### config.mk
export PLATFORM = sky130hd
export DESIGN_NAME = mult_unit
export DESIGN_NICKNAME = d
export VERILOG_FILES = /design/src/rtl/mult_unit.sv
export SDC_FILE = /design/constraint.sdc
export NUM_CORES = 1
export LEC_CHECK = 0
export BUFFER_PORTS_ARGS = -buffer_cell sky130_fd_sc_hd__buf_2
export CELL_PAD_IN_SITES_DETAIL_PLACEMENT = 0
export CELL_PAD_IN_SITES_GLOBAL_PLACEMENT = 2
export CORE_ASPECT_RATIO = 0.5
export CORE_MARGIN = 3
export CORE_UTILIZATION = 39
export CTS_CLUSTER_DIAMETER = 120
export DETAILED_ROUTE_END_ITERATION = 16
export PLACE_DENSITY_LB_ADDON = 0.05
export SYNTH_ARGS = -nofsm -noshare
export SYNTH_HDL_FRONTEND = slang
export SYNTH_SLANG_ARGS = --single-unit
### constraint.sdc
create_clock -name clk -period 16.7 [get_ports clk]
set_input_delay 0.835 -clock clk [delete_from_list [all_inputs] [get_ports clk]]
set_output_delay 0.835 -clock clk [all_outputs]
set_load 0.01 [all_outputs]
### src/rtl/mult_unit.sv
// Iterative 32x32 shift-add multiplier that owns HI/LO and raises the
// pipeline stall request while a product is still pending.
module mult_unit (
    input  logic        clk,
    input  logic        rst,
    input  logic        start,
    input  logic        sgn,
    input  logic [31:0] srca,
    input  logic [31:0] srcb,
    input  logic        hilo_rd,
    input  logic        mult_d,
    output logic [31:0] hi,
    output logic [31:0] lo,
    output logic        busy,
    output logic        done,
    output logic        stall
);

    typedef enum logic [1:0] {S_IDLE, S_RUN, S_FIX} state_t;

    state_t      state_q, state_d;
    logic [4:0]  count_q, count_d;
    logic [63:0] acc_q, acc_d;
    logic [31:0] mcand_q, mcand_d;
    logic [31:0] mplier_q, mplier_d;
    logic        neg_q, neg_d;
    logic [31:0] hi_q, hi_d;
    logic [31:0] lo_q, lo_d;
    logic        busy_q, busy_d;
    logic        done_q, done_d;
    logic [32:0] sum;

    // NOTE: every signal written here gets a default first, so no path leaves
    // it unassigned and no latch is inferred.
    always_comb begin
        state_d  = state_q;
        count_d  = count_q;
        acc_d    = acc_q;
        mcand_d  = mcand_q;
        mplier_d = mplier_q;
        neg_d    = neg_q;
        hi_d     = hi_q;
        lo_d     = lo_q;
        busy_d   = busy_q;
        done_d   = 1'b0;
        sum      = 33'd0;

        case (state_q)
            S_IDLE: begin
                if (start) begin
                    // Negating 0x80000000 yields 0x80000000, which is the
                    // correct magnitude when read as unsigned.
                    mcand_d  = (sgn && srca[31]) ? (32'd0 - srca) : srca;
                    mplier_d = (sgn && srcb[31]) ? (32'd0 - srcb) : srcb;
                    neg_d    = sgn & (srca[31] ^ srcb[31]);
                    acc_d    = 64'd0;
                    count_d  = 5'd0;
                    busy_d   = 1'b1;
                    state_d  = S_RUN;
                end
            end
            S_RUN: begin
                sum      = {1'b0, acc_q[63:32]} + (mplier_q[0] ? {1'b0, mcand_q} : 33'd0);
                acc_d    = {sum, acc_q[31:1]};
                mplier_d = mplier_q >> 1;
                count_d  = count_q + 5'd1;
                if (count_q == 5'd31) begin
                    state_d = S_FIX;
                end
            end
            S_FIX: begin
                {hi_d, lo_d} = neg_q ? (64'd0 - acc_q) : acc_q;
                done_d       = 1'b1;
                busy_d       = 1'b0;
                state_d      = S_IDLE;
            end
            default: begin
                state_d = S_IDLE;
                busy_d  = 1'b0;
            end
        endcase
    end

    // NOTE: sequential state uses non-blocking assignments so every flop
    // samples pre-edge values regardless of statement order.
    always_ff @(posedge clk or posedge rst) begin
        if (rst) begin
            state_q  <= S_IDLE;
            count_q  <= 5'd0;
            acc_q    <= 64'd0;
            mcand_q  <= 32'd0;
            mplier_q <= 32'd0;
            neg_q    <= 1'b0;
            hi_q     <= 32'd0;
            lo_q     <= 32'd0;
            busy_q   <= 1'b0;
            done_q   <= 1'b0;
        end else begin
            state_q  <= state_d;
            count_q  <= count_d;
            acc_q    <= acc_d;
            mcand_q  <= mcand_d;
            mplier_q <= mplier_d;
            neg_q    <= neg_d;
            hi_q     <= hi_d;
            lo_q     <= lo_d;
            busy_q   <= busy_d;
            done_q   <= done_d;
        end
    end

    assign hi    = hi_q;
    assign lo    = lo_q;
    assign busy  = busy_q;
    assign done  = done_q;
    assign stall = busy_q & (hilo_rd | mult_d);

endmodule

# [Word-level counts from Yosys, hierarchy flattened]
# Index checks and enable logic that the tools add are counted.
[word_totals] elab_cells=49 regBits=202 out_inout_bits=67 input_bits=70
[classes] bitwise=5 addsub=5 eq_ne=5 reduce_logical=8 n_mux=16
[ops] operator="2-to-1 mux 32 bit" n=4
[ops] operator="2-to-1 mux 64 bit" n=2
[ops] operator="one-hot mux 64 bit (2 select lines)" n=1
[ops] operator="one-hot mux 32 bit (2 select lines)" n=1
[ops] operator="subtractor 1 x 32 -> 32 bit, first input constant" n=2
[ops] operator="subtractor 1 x 64 -> 64 bit, first input constant" n=1
[ops] operator="adder 32 x 32 -> 33 bit" n=1
[ops] operator="one-hot mux 5 bit (2 select lines)" n=1
[ops] operator="AND reduction 2 bit" n=4
[ops] operator="adder 5 x 1 -> 5 bit, second input constant" n=1
[ops] operator="equality test 5 bit, second input constant" n=1
[ops] operator="2-to-1 mux 5 bit" n=1
[ops] operator="2-to-1 mux 2 bit" n=2
[ops] operator="inequality test 2 bit, second input constant" n=2
[ops] operator="one-hot mux 2 bit (2 select lines)" n=1
[ops] operator="AND 1 bit" n=2
[ops] operator="equality test 2 x 1 -> 1 bit, second input constant" n=1
[ops] operator="equality test 2 bit, second input constant" n=1
[ops] operator="logical AND 1 bit" n=2
[ops] operator="zero test 2 bit" n=1
[ops] operator="2-to-1 mux 1 bit" n=2
[ops] operator="one-hot mux 1 bit (2 select lines)" n=1
[ops] operator="nonzero test 2 bit" n=1
[ops] operator="inverter 1 bit" n=1
[ops] operator="2 further kinds" n=2

# [Depth between registers and ports, before layout]
# Gate-level depths: netlist of the first run.
[logic_depth] word_depth=4 depth_mapped=13 ltp_nobuf=12

# [Least setup slack after synthesis of the first run]
# Ideal clock, no wire load.
[synth_path] kind="input to register" from="in srcb[1]" to="reg mplier_q[26]" t_arrival_ns=3.044 stages=10 required_time_ns=16.567 setup_ns=0.133 path_buffers=0 setup_slack_ns=13.523 cell_sequence="inv_1 -> ha_1 -> or3b_2 -> nor4_1 -> nand2_1 -> or4_1 -> nor3_1 -> a21oi_1 -> xnor2_1 -> o21ai_0"
[synth_via] elab_chain_cells=4
[synth_lines] item="start, declared" line="9" source="input logic [31:0] srcb,"
[synth_lines] item="subtractor 1 x 32 -> 32 bit" line="54" source="mplier_d = (sgn && srcb[31]) ? (32'd0 - srcb) : srcb;"
[synth_lines] item="2-to-1 mux 32 bit" line="54"
[synth_lines] item="2-to-1 mux 32 bit" line="50" source="if (start) begin"
[synth_lines] item="one-hot mux 32 bit (2 select lines)" line="48" source="case (state_q)"
[synth_lines] item="end signal, assigned" line="103" source="mplier_q <= mplier_d;"
[synth_lines] item="end, declared" line="25" source="logic [31:0] mplier_q, mplier_d;"
# No other way between the ends. The select of a mux whose other input is x is not followed.
# A chain may end at the register's enable or synchronous reset.

# [Worst setup path after layout of the first run]
[layout_path] from="reg mplier_q[0]" to="reg acc_q[59]"
[layout_via] elab_chain_cells=3
[layout_lines] item="2-to-1 mux 32 bit" line="63" source="sum = {1'b0, acc_q[63:32]} + (mplier_q[0] ? {1'b0, mcand_q} : 33'd0);"
[layout_lines] item="adder 32 x 32 -> 33 bit" line="63"
[layout_lines] item="one-hot mux 64 bit (2 select lines)" line="48"
[layout_lines] item="end signal, assigned" line="90" source="acc_q <= 64'd0;"
[layout_lines] item="end signal, assigned" line="101" source="acc_q <= acc_d;"
[layout_lines] item="end, declared" line="23" source="logic [63:0] acc_q, acc_d;"
# No other way between the ends.

==> metrics.md, run 1 <==
| Metric | Value |
|---|---|
| CP Capture Type | `flip-flop` |
| Post-synth net total | `about 1.5k` |
| CTS root buf | `clkbuf_16` |
| DR WL met2 | `about 13 mm` |
| Routability cong. | `roughly 0.90` |
| Remaining Overflow, GRT | `0` |
| Distinct cells, synth | `between 50 and 60` |
| CP Cell Sequence | `and2_1 -> ha_1 -> inv_1 -> fa_1 -> nand2b_1 -> a21o_1 -> nor2b_1 -> o311ai_0 -> a31oi_1 -> o21ai_0 -> xnor2_1 -> o21ai_0` |
| Share of cells above drive strength 1 | `a little over an eighth` |
| CP Buf/Inv Count | `1` |
| HP Class | `flip-flop to flip-flop` |
| FILL cells | `a little under 3k` |
| IO Pins | `between 100 and 150` |
| Worst Tran Pin Value | `1.13 ns` |
| Initial DRC count | `653` |
| Clock Latency Late Sink | `between 0.5 and 0.6 ns` |
| CP peak stage delay | `0.83 ns` |
| HPWL Detailed | `about 23 mm` |
| Routed WL | `~32 mm` |
| Post-synth top flop | `dfrtp_1` |
| Clk pin slew, worst setup/hold paths | `0.07 ns` |
| Async set or reset register ratio after synthesis | `100%` |
| Core area | `about 30000 um2` |
| DRC | `0` |
| Final setup fails | `0` |
| Gr usage total | `approximately a fifth` |
| Vias per std cell | `around 5.3` |
| MaxCap Viol Count | `0` |
| Final Hold Fails | `0` |
| Die X | `between 200 and 300 um` |
| CP Class | `flip-flop to flip-flop` |
| Uppermost layer routed | `met5` |
| FMAX | `260 MHz` |
| CTS tree | `done` |
| Maximum fanout along the worst path | `33` |
| Multi-input gate area | `between 6000 and 7000 um2` |
| Yosys Warn Count | `0` |
| Clock tree buffer depth | `3` |
| Met3 WL | `1.53 mm` |
| Crit path time final | `3.84 ns` |
| Global-route wire length before repair | `51.7 mm` |
| Initial core utilization | `40.6%` |
| Register area | `approximately 5100 um2` |
| Max Slew Vio Count | `0` |
| M1 WL | `approximately 17 mm` |
| Largest net degree at the start of global routing | `~140` |
| Register bit count reported by yosys | `202` |
| Synth Cell Area | `around 12000 um2` |
| Post-route cell area | `approximately 14000 um2` |
| Syn avg cell area | `8.59 um2` |
| Seq/Total Area, Yosys | `between 40% and 50%` |
| Number of nets in the layout | `1597` |
| CTS buffer count | `22` |
| Synth-to-Final Area Change | `13.8%` |
| CP arrival | `~4.2 ns` |
| Total clock sinks | `202` |
| Vias | `between 10k and 15k` |
| # rows | `44` |
| Avg WL per Cell | `16.8 um` |
| CTS resizes | `0` |
| Most frequent cell on the critical path | `o21ai_0` |
| CP top delay family | `compound AO/OA/AOI/OAI gates` |
| Worst vdd ir | `69.9 uV` |
| Post-CTS Setup Repair Bufs | `0` |
| First-pass iteration count of the detailed router | `6` |
| Startpoint types | `flip-flop` |
| Initial antenna violation count | `7` |
| DP Area | `13000 um2` |
| Unrepaired setup endpoints after global routing | `no` |
| Post-route clock period utilization | `between 20% and 30%` |
| Critical Path RT | `17.06 ns` |
| Number of flops mapped to enable cells by yosys | `0` |
| Layout Skew | `~0.017 ns` |
| Setup TNS | `0 ns` |
| Outcome | `complete, no violations` |
| Routed Antenna Nets | `0` |
| Vias in the first global route | `roughly 9.7k` |
| Slew margin rel. | `24.3%` |
| Crit-path slowest cell | `dfrtp_1` |
| IO buf count | `136` |
| Syn Inst Count | `approximately 1.4k` |
| H-tree lvl count | `1` |
| Leak Pwr | `between 5 and 6 nW` |
| Die area | `around 33000 um2` |
| Hold_buf cts | `0` |
| Die height | `130 um` |
| PwrDens | `roughly 170 nW/um2` |
[kinds of logic (layout without fill, tap and decap cells)]
| kind of cell | count (synthesis) | count (layout) | synth area share [%] |
|---|---|---|---|
| AO/OA/AOI/OAI | 423 | 423 | 20.4 |
| XOR/XNOR | 148 | 148 | 10.8 |
| adder cells (fa/ha/maj) | 38 | 38 | 4.01 |
| buffers and inverters | 103 | 202 | 3.23 |
| flip-flops | 202 | 202 | 41.9 |
| multiplexers | 3 | 3 | 0.249 |
| other | 0 | 2 | 0 |
| AND/OR/NAND/NOR | 486 | 486 | 19.4 |
[through the flow]
step	hold slack [ns]	power [W]	instances	util, %	worst slack [ns]
6_report	0.473	0.00238	1895	46.2	12.86
2_1_floorplan	0.442	0.00159	1403	-	10.35
5_1_grt	0.497	0.00259	1895	46.2	12.45
3_5_place_dp	0.465	0.00191	1856	43.8	12.79
3_3_place_gp	0.456	0.00189	1856	43.8	12.92
4_1_cts	0.479	0.00240	1893	46.2	12.80
[per-layer routing]
metal  track usage [%]  up-vias
met1              29.4     4713
met2              28.8      192
met3              3.80       43
li1                  -     5118
met5                 0        -
met4              3.61       10
[cell usage after synthesis, drive strengths merged (2+ instances only)]
cell type    n  share of area (%)
o41ai       12                1.1
or4         11               0.69
nor2b        7               0.36
a22o         2               0.15
nand2b      12               0.62
nor4        16                1.1
inv         24               0.75
clkbuf      75                2.3
a31o         2               0.15
nand3       36                1.6
o21bai       5               0.31
a21o        14               0.87
o31ai       26                1.6
xor2       101                7.3
nor3        19               0.79
or3b         2               0.15
o311ai       2               0.15
and3         6               0.31
nor3b        3               0.23
o21ai      241                 10
mux2i        3               0.25
nand4b       3               0.22
nand3b       4               0.25
or3         17               0.92
a31oi        8               0.42
nor2        51                1.6
buf          4               0.15
ha          37                3.8
dfrtp      202                 42
nor4b        2               0.15
or2          3               0.16
nand2      242                7.5
and2        45                2.3
nand4        5               0.26
a21oi       63                2.6
a41oi        3               0.22
xnor2       47                3.4
a22oi       31                1.9
o211ai       6               0.37
[sequential cells by signal, summed over array words and instances (netlist names), 2 cells and up]
name and flops:
acc_q 64, hi 32, lo 32, mcand_q 32
mplier_q 32, count_q 5, state_q 2
[worst register-to-register path, delay by kind of cell, from the launching register on]
kind / cells / cell delay (ns)
flops: 1 / 0.83
fa+ha+maj: 2 / 0.61
compound gates: 5 / 1.44
simple gates: 3 / 0.61
buf+inv: 1 / 0.07
xor+xnor: 1 / 0.15
[layout make-up]
type	instances	area share, %
antenna	2	0.0365
clock buffer	31	4.62
timing repair buffer	141	5.23
sequential	202	36.9
tap	391	3.57
inverter	24	0.711
multi-input combinational	1098	48.4
clock inverter	6	0.538
[power by group]
group | leakage [nW] | total [W] | internal (W) | switching, W
combinational | 3.24 | 0.00102 | 0.000410 | 0.000606
clock | 0.349 | 0.000483 | 0.000281 | 0.000202
sequential | 2.31 | 0.000879 | 0.000669 | 0.000210
total | 5.90 | 0.00238 | 0.00136 | 0.00102
[cell usage in the layout (no fill, tap or decap), types with 31 or more instances in the layout]
master | synthesis | routed
nand3_1 | 34 | 34
nand2_1 | 242 | 241
xor2_1 | 101 | 101
o21ai_0 | 238 | 238
a22oi_1 | 31 | 31
ha_1 | 37 | 37
a21oi_1 | 63 | 63
buf_2 | 2 | 136
xnor2_1 | 47 | 47
dfrtp_1 | 202 | 201
nor2_1 | 51 | 50
and2_1 | 43 | 43
[path summary, 6_finish.rpt]
path	start	endpoint	slack (ns)	cells past startpoint
setup / recovery	mplier_q[0]	acc_q[59]	12.86	12
hold / removal	lo[6]	lo[6]	0.47	2
setup reg to reg	mplier_q[0]	acc_q[59]	12.86	12
hold reg to reg	lo[6]	lo[6]	0.47	2
max in group asynchronous	rst	mplier_q[11]	14.73	3
min in group asynchronous	rst	lo[28]	0.52	2
Note: power is estimated with default switching activity, not from simulation.
==> run 2: changes to the inputs <==
--- a/config.mk
+++ b/config.mk
@@ -5,12 +5,13 @@
 export SDC_FILE = /design/constraint.sdc
 export NUM_CORES = 1
 export LEC_CHECK = 0
+export ABC_AREA = 1
 export BUFFER_PORTS_ARGS = -buffer_cell sky130_fd_sc_hd__buf_2
 export CELL_PAD_IN_SITES_DETAIL_PLACEMENT = 0
 export CELL_PAD_IN_SITES_GLOBAL_PLACEMENT = 2
 export CORE_ASPECT_RATIO = 0.5
 export CORE_MARGIN = 3
-export CORE_UTILIZATION = 39
+export CORE_UTILIZATION = 30
 export CTS_CLUSTER_DIAMETER = 120
 export DETAILED_ROUTE_END_ITERATION = 16
 export PLACE_DENSITY_LB_ADDON = 0.05
==> constraint.sdc (replaced) <==
create_clock -name clk -period 3.25 [get_ports clk]
set_input_delay 0.1625 -clock clk [delete_from_list [all_inputs] [get_ports clk]]
set_output_delay 0.1625 -clock clk [all_outputs]
set_load 0.01 [all_outputs]
==> run 2 against run 1 <==
Against the previous run:
- clock-buffer cell count grew 1
- clock power grew to 5.6 times the previous value
- global-route usage is essentially flat
- die area grew 49%
- core utilization shrank 9.8 points
- synthesized area grew 16%
- maximum frequency grew 55%
- combinational power grew to 7.1 times the previous value
- flip-flop and latch count is the same
- highest routed layer unchanged
==> metrics.md, run 2 <==
| Metric | Value |
|---|---|
| Largest net degree at the start of global routing | `between 60 and 70` |
| Initial DRC count | `around 780` |
| IO Pins | `between 100 and 150` |
| Post-synth top area share | `between 30% and 40%` |
| Vias in the first global route | `around 14k` |
| Global-route wire length before repair | `76.9 mm` |
| Syn Inst Count | `2125` |
| Remaining Overflow, GRT | `0` |
| Post-Layout Cell Count | `between 2k and 3k` |
| Vias per std cell | `about 4.6` |
| Clock tree buffer depth | `3` |
| Worst Tran Pin Value | `1.07 ns` |
| Leak Pwr | `a little under 9 nW` |
| Register bit count reported by yosys | `between 200 and 250` |
| Post-synth top flop | `dfrtp_1` |
| Switching power | `slightly below 0.007 W` |
| Synth Cell Area | `14000 um2` |
| CP Cell Sequence | `nand2_1 -> inv_1 -> ha_1 -> inv_1 -> fa_1 -> inv_1 -> nand2_1 -> o21ai_2 -> nand2_1 -> nand2_1 -> nand2_1 -> nand2_1 -> nand2_1 -> nand2_1 -> nand2_1 -> o21ai_1` |
| Distinct cells, synth | `between 40 and 50` |
| Max reg flops | `64` |
| Gr usage total | `19.3%` |
| Final Util | `between 30% and 40%` |
| Total clock sinks | `202` |
| Syn avg cell area | `roughly 6.6 um2` |
| CP arrival | `between 2 and 3 ns` |
| Sequential Power Share | `roughly 30%` |
| Post-synth net total | `2233` |
| Share of cells above drive strength 1 | `about 11%` |
| Cell taking the most area after synthesis | `dfrtp_1` |
| Routed WL | `about 48 mm` |
| Clock Latency Late Sink | `0.56 ns` |
| FMAX | `between 400 and 500 MHz` |
| Setup TNS | `0 ns` |
| First-pass iteration count of the detailed router | `5` |
| Worst vdd ir | `between 300 and 400 uV` |
| Top area cells in the synthesized netlist | `dfrtp_1 (36%), nand2_1 (19%), inv_1 (7.8%)` |
| Clk pin slew, worst setup/hold paths | `0.07 ns` |
| CP peak stage delay | `about 0.54 ns` |
| Initial core utilization | `a little under a third` |
| Avg WL per Cell | `16.4 um` |
| Startpoint types | `flip-flop` |
| Crit path time final | `approximately 2.5 ns` |
| DRC | `0` |
| Yosys Warn Count | `0` |
| Die area | `49500 um2` |
| Most common cell in the netlist | `nand2_1` |
| Number of nets in the layout | `between 2k and 2.5k` |
| Outcome | `complete, no violations` |
| Post-route clock period utilization | `between 70% and 80%` |
| Commonest cells in the netlist | `nand2_1 (702), inv_1 (290), nor2_1 (215)` |
| PwrDens | `858 nW/um2` |
| Post-CTS Setup Repair Bufs | `0` |
| Seq/Total Area, Yosys | `between 30% and 40%` |
| CP Class | `flip-flop to flip-flop` |
| Routability cong. | `between 0.8 and 0.9` |
| CP Buf/Inv Count | `3` |
| Final setup fails | `0` |
| Cell internal pwr | `~0.0074 W` |
| Critical Path RT | `3.73 ns` |
| Maximum fanout along the worst path | `11` |
| Placed cell count | `2847` |
| Synth-to-Final Area Change | `18.6%` |
| CTS buffer count | `22` |
| Die height | `roughly 160 um` |
| Diodes inserted | `0` |
| Die X | `just over 300 um` |
| Final Hold Fails | `0` |
| H-tree lvl count | `1` |
| Layout Skew | `~0.045 ns` |
| Core area | `approximately 46000 um2` |
| Async set or reset register ratio after synthesis | `between 90% and 100%` |
| Most frequent cell on the critical path | `nand2_1` |
| Number of flops mapped to enable cells by yosys | `0` |
| HP Class | `primary input to flip-flop` |
| Slew margin rel. | `between 20 and 30%` |
| CTS resizes | `0` |
| Largest Register | `acc_q` |
| Combinational cell fraction of total power | `between 50% and 60%` |
| MaxCap Viol Count | `0` |
| Net Sw Frac | `approximately 48%` |
| Most frequent cells in the layout | `nand2_1 (702), inv_1 (289), nor2_1 (215), dfrtp_1 (201), nand3_1 (198)` |
| CP Capture Type | `flip-flop` |
| Hold_buf cts | `47` |
| Routed Antenna Nets | `0` |
| Commonest non-fill, non-tap cell in the layout | `nand2_1` |
| Max Slew Vio Count | `0` |
| HPWL Detailed | `~37 mm` |
| # rows | `55` |
| CTS tree | `done` |
| CTS root buf | `clkbuf_16` |
| IO buf count | `between 100 and 150` |
| Unrepaired setup endpoints after global routing | `no` |
| Crit-path slowest cell | `dfrtp_1` |
| CP top delay family | `simple AND/OR/NAND/NOR gates` |
| Initial antenna violation count | `2` |
| Power share of the clock group | `19.0%` |
| Vias | `between 10k and 15k` |
[run 2: changes by cell type after synthesis, sizes merged, moves of 55 or more]
cell | previous run | this run
xor2 | 101 | 46
nand2 | 242 | 717
inv | 24 | 296
nor2 | 51 | 241
o21ai | 241 | 139
nand3 | 36 | 205
[run 2: stage by stage]
stage	hold WS, ns	setup slack [ns]	total power [W]	area [um2]
floorplan	0.307	0.471	0.00923	14000
finish	0.00964	0.780	0.0143	16600
detailed placement	0.339	0.724	0.0116	15400
global route	0.00402	0.506	0.0158	16600
global placement	0.333	0.799	0.0116	15400
CTS	0.000438	0.740	0.0145	16600
[run 2: layout make-up]
cell class | count | area (um2)
clock inverters | 7 | 125
clock buffers | 32 | 618
repair buffers | 205 | 1370
well taps | 627 | 785
flip-flops and latches | 202 | 5060
fillers | 5159 | 29000
multi-input cells | 1563 | 7550
inverters | 297 | 1120
[run 2: path summary, 6_finish.rpt]
kind	cells after the start	end	start	slack, ns
max	16	acc_q[63]	mplier_q[0]	0.78
min	3	mcand_q[11]	srca[11]	0.01
max reg2reg	16	acc_q[63]	mplier_q[0]	0.78
min reg2reg	2	hi[13]	hi[13]	0.47
max in group asynchronous	4	acc_q[54]	rst	2.11
min in group asynchronous	3	lo[0]	rst	0.30
[run 2: kinds of logic (layout without fill, tap and decap cells)]
group	Yosys count	after routing	share of synthesized area (%)
buffers and inverters	360	541	10.1
and+or+nand+nor	1208	1208	36.4
AOI/OAI and AO/OA	267	267	10.9
xor gates and xnor gates	50	50	3.13
DFF	202	202	36.1
adders and majority gates	38	38	3.45
[run 2: worst reg2reg max path: cells and delay by family (launching register included)]
family | cells | cell delay (ns)
AOI/OAI and AO/OA | 2 | 0.30
adders and majority gates | 2 | 0.58
buffers and inverters | 3 | 0.27
DFF | 1 | 0.54
and+or+nand+nor | 9 | 0.73
[run 2: metal layers]
| metal | vias up | part of all wire [%] | wire length [um] | global-route usage [%] |
|---|---|---|---|---|
| met5 | - | 0.040 | 19 | 0 |
| met4 | 4 | 1.4 | 669 | 2.88 |
| met3 | 46 | 2.8 | 1370 | 2.41 |
| met2 | 162 | 45 | 21500 | 31.9 |
| met1 | 6226 | 51 | 24400 | 27.6 |
| li1 | 7094 | - | - | - |
[run 2: power by group through the flow]
stage / registers (W) / clock network (W) / logic (W)
global route: 0.00440 / 0.00292 / 0.00844
finish: 0.00427 / 0.00271 / 0.00728
detailed placement: 0.00430 / 0 / 0.00731
CTS: 0.00426 / 0.00281 / 0.00738
floorplan: 0.00398 / 0 / 0.00525
global placement: 0.00431 / 0 / 0.00730
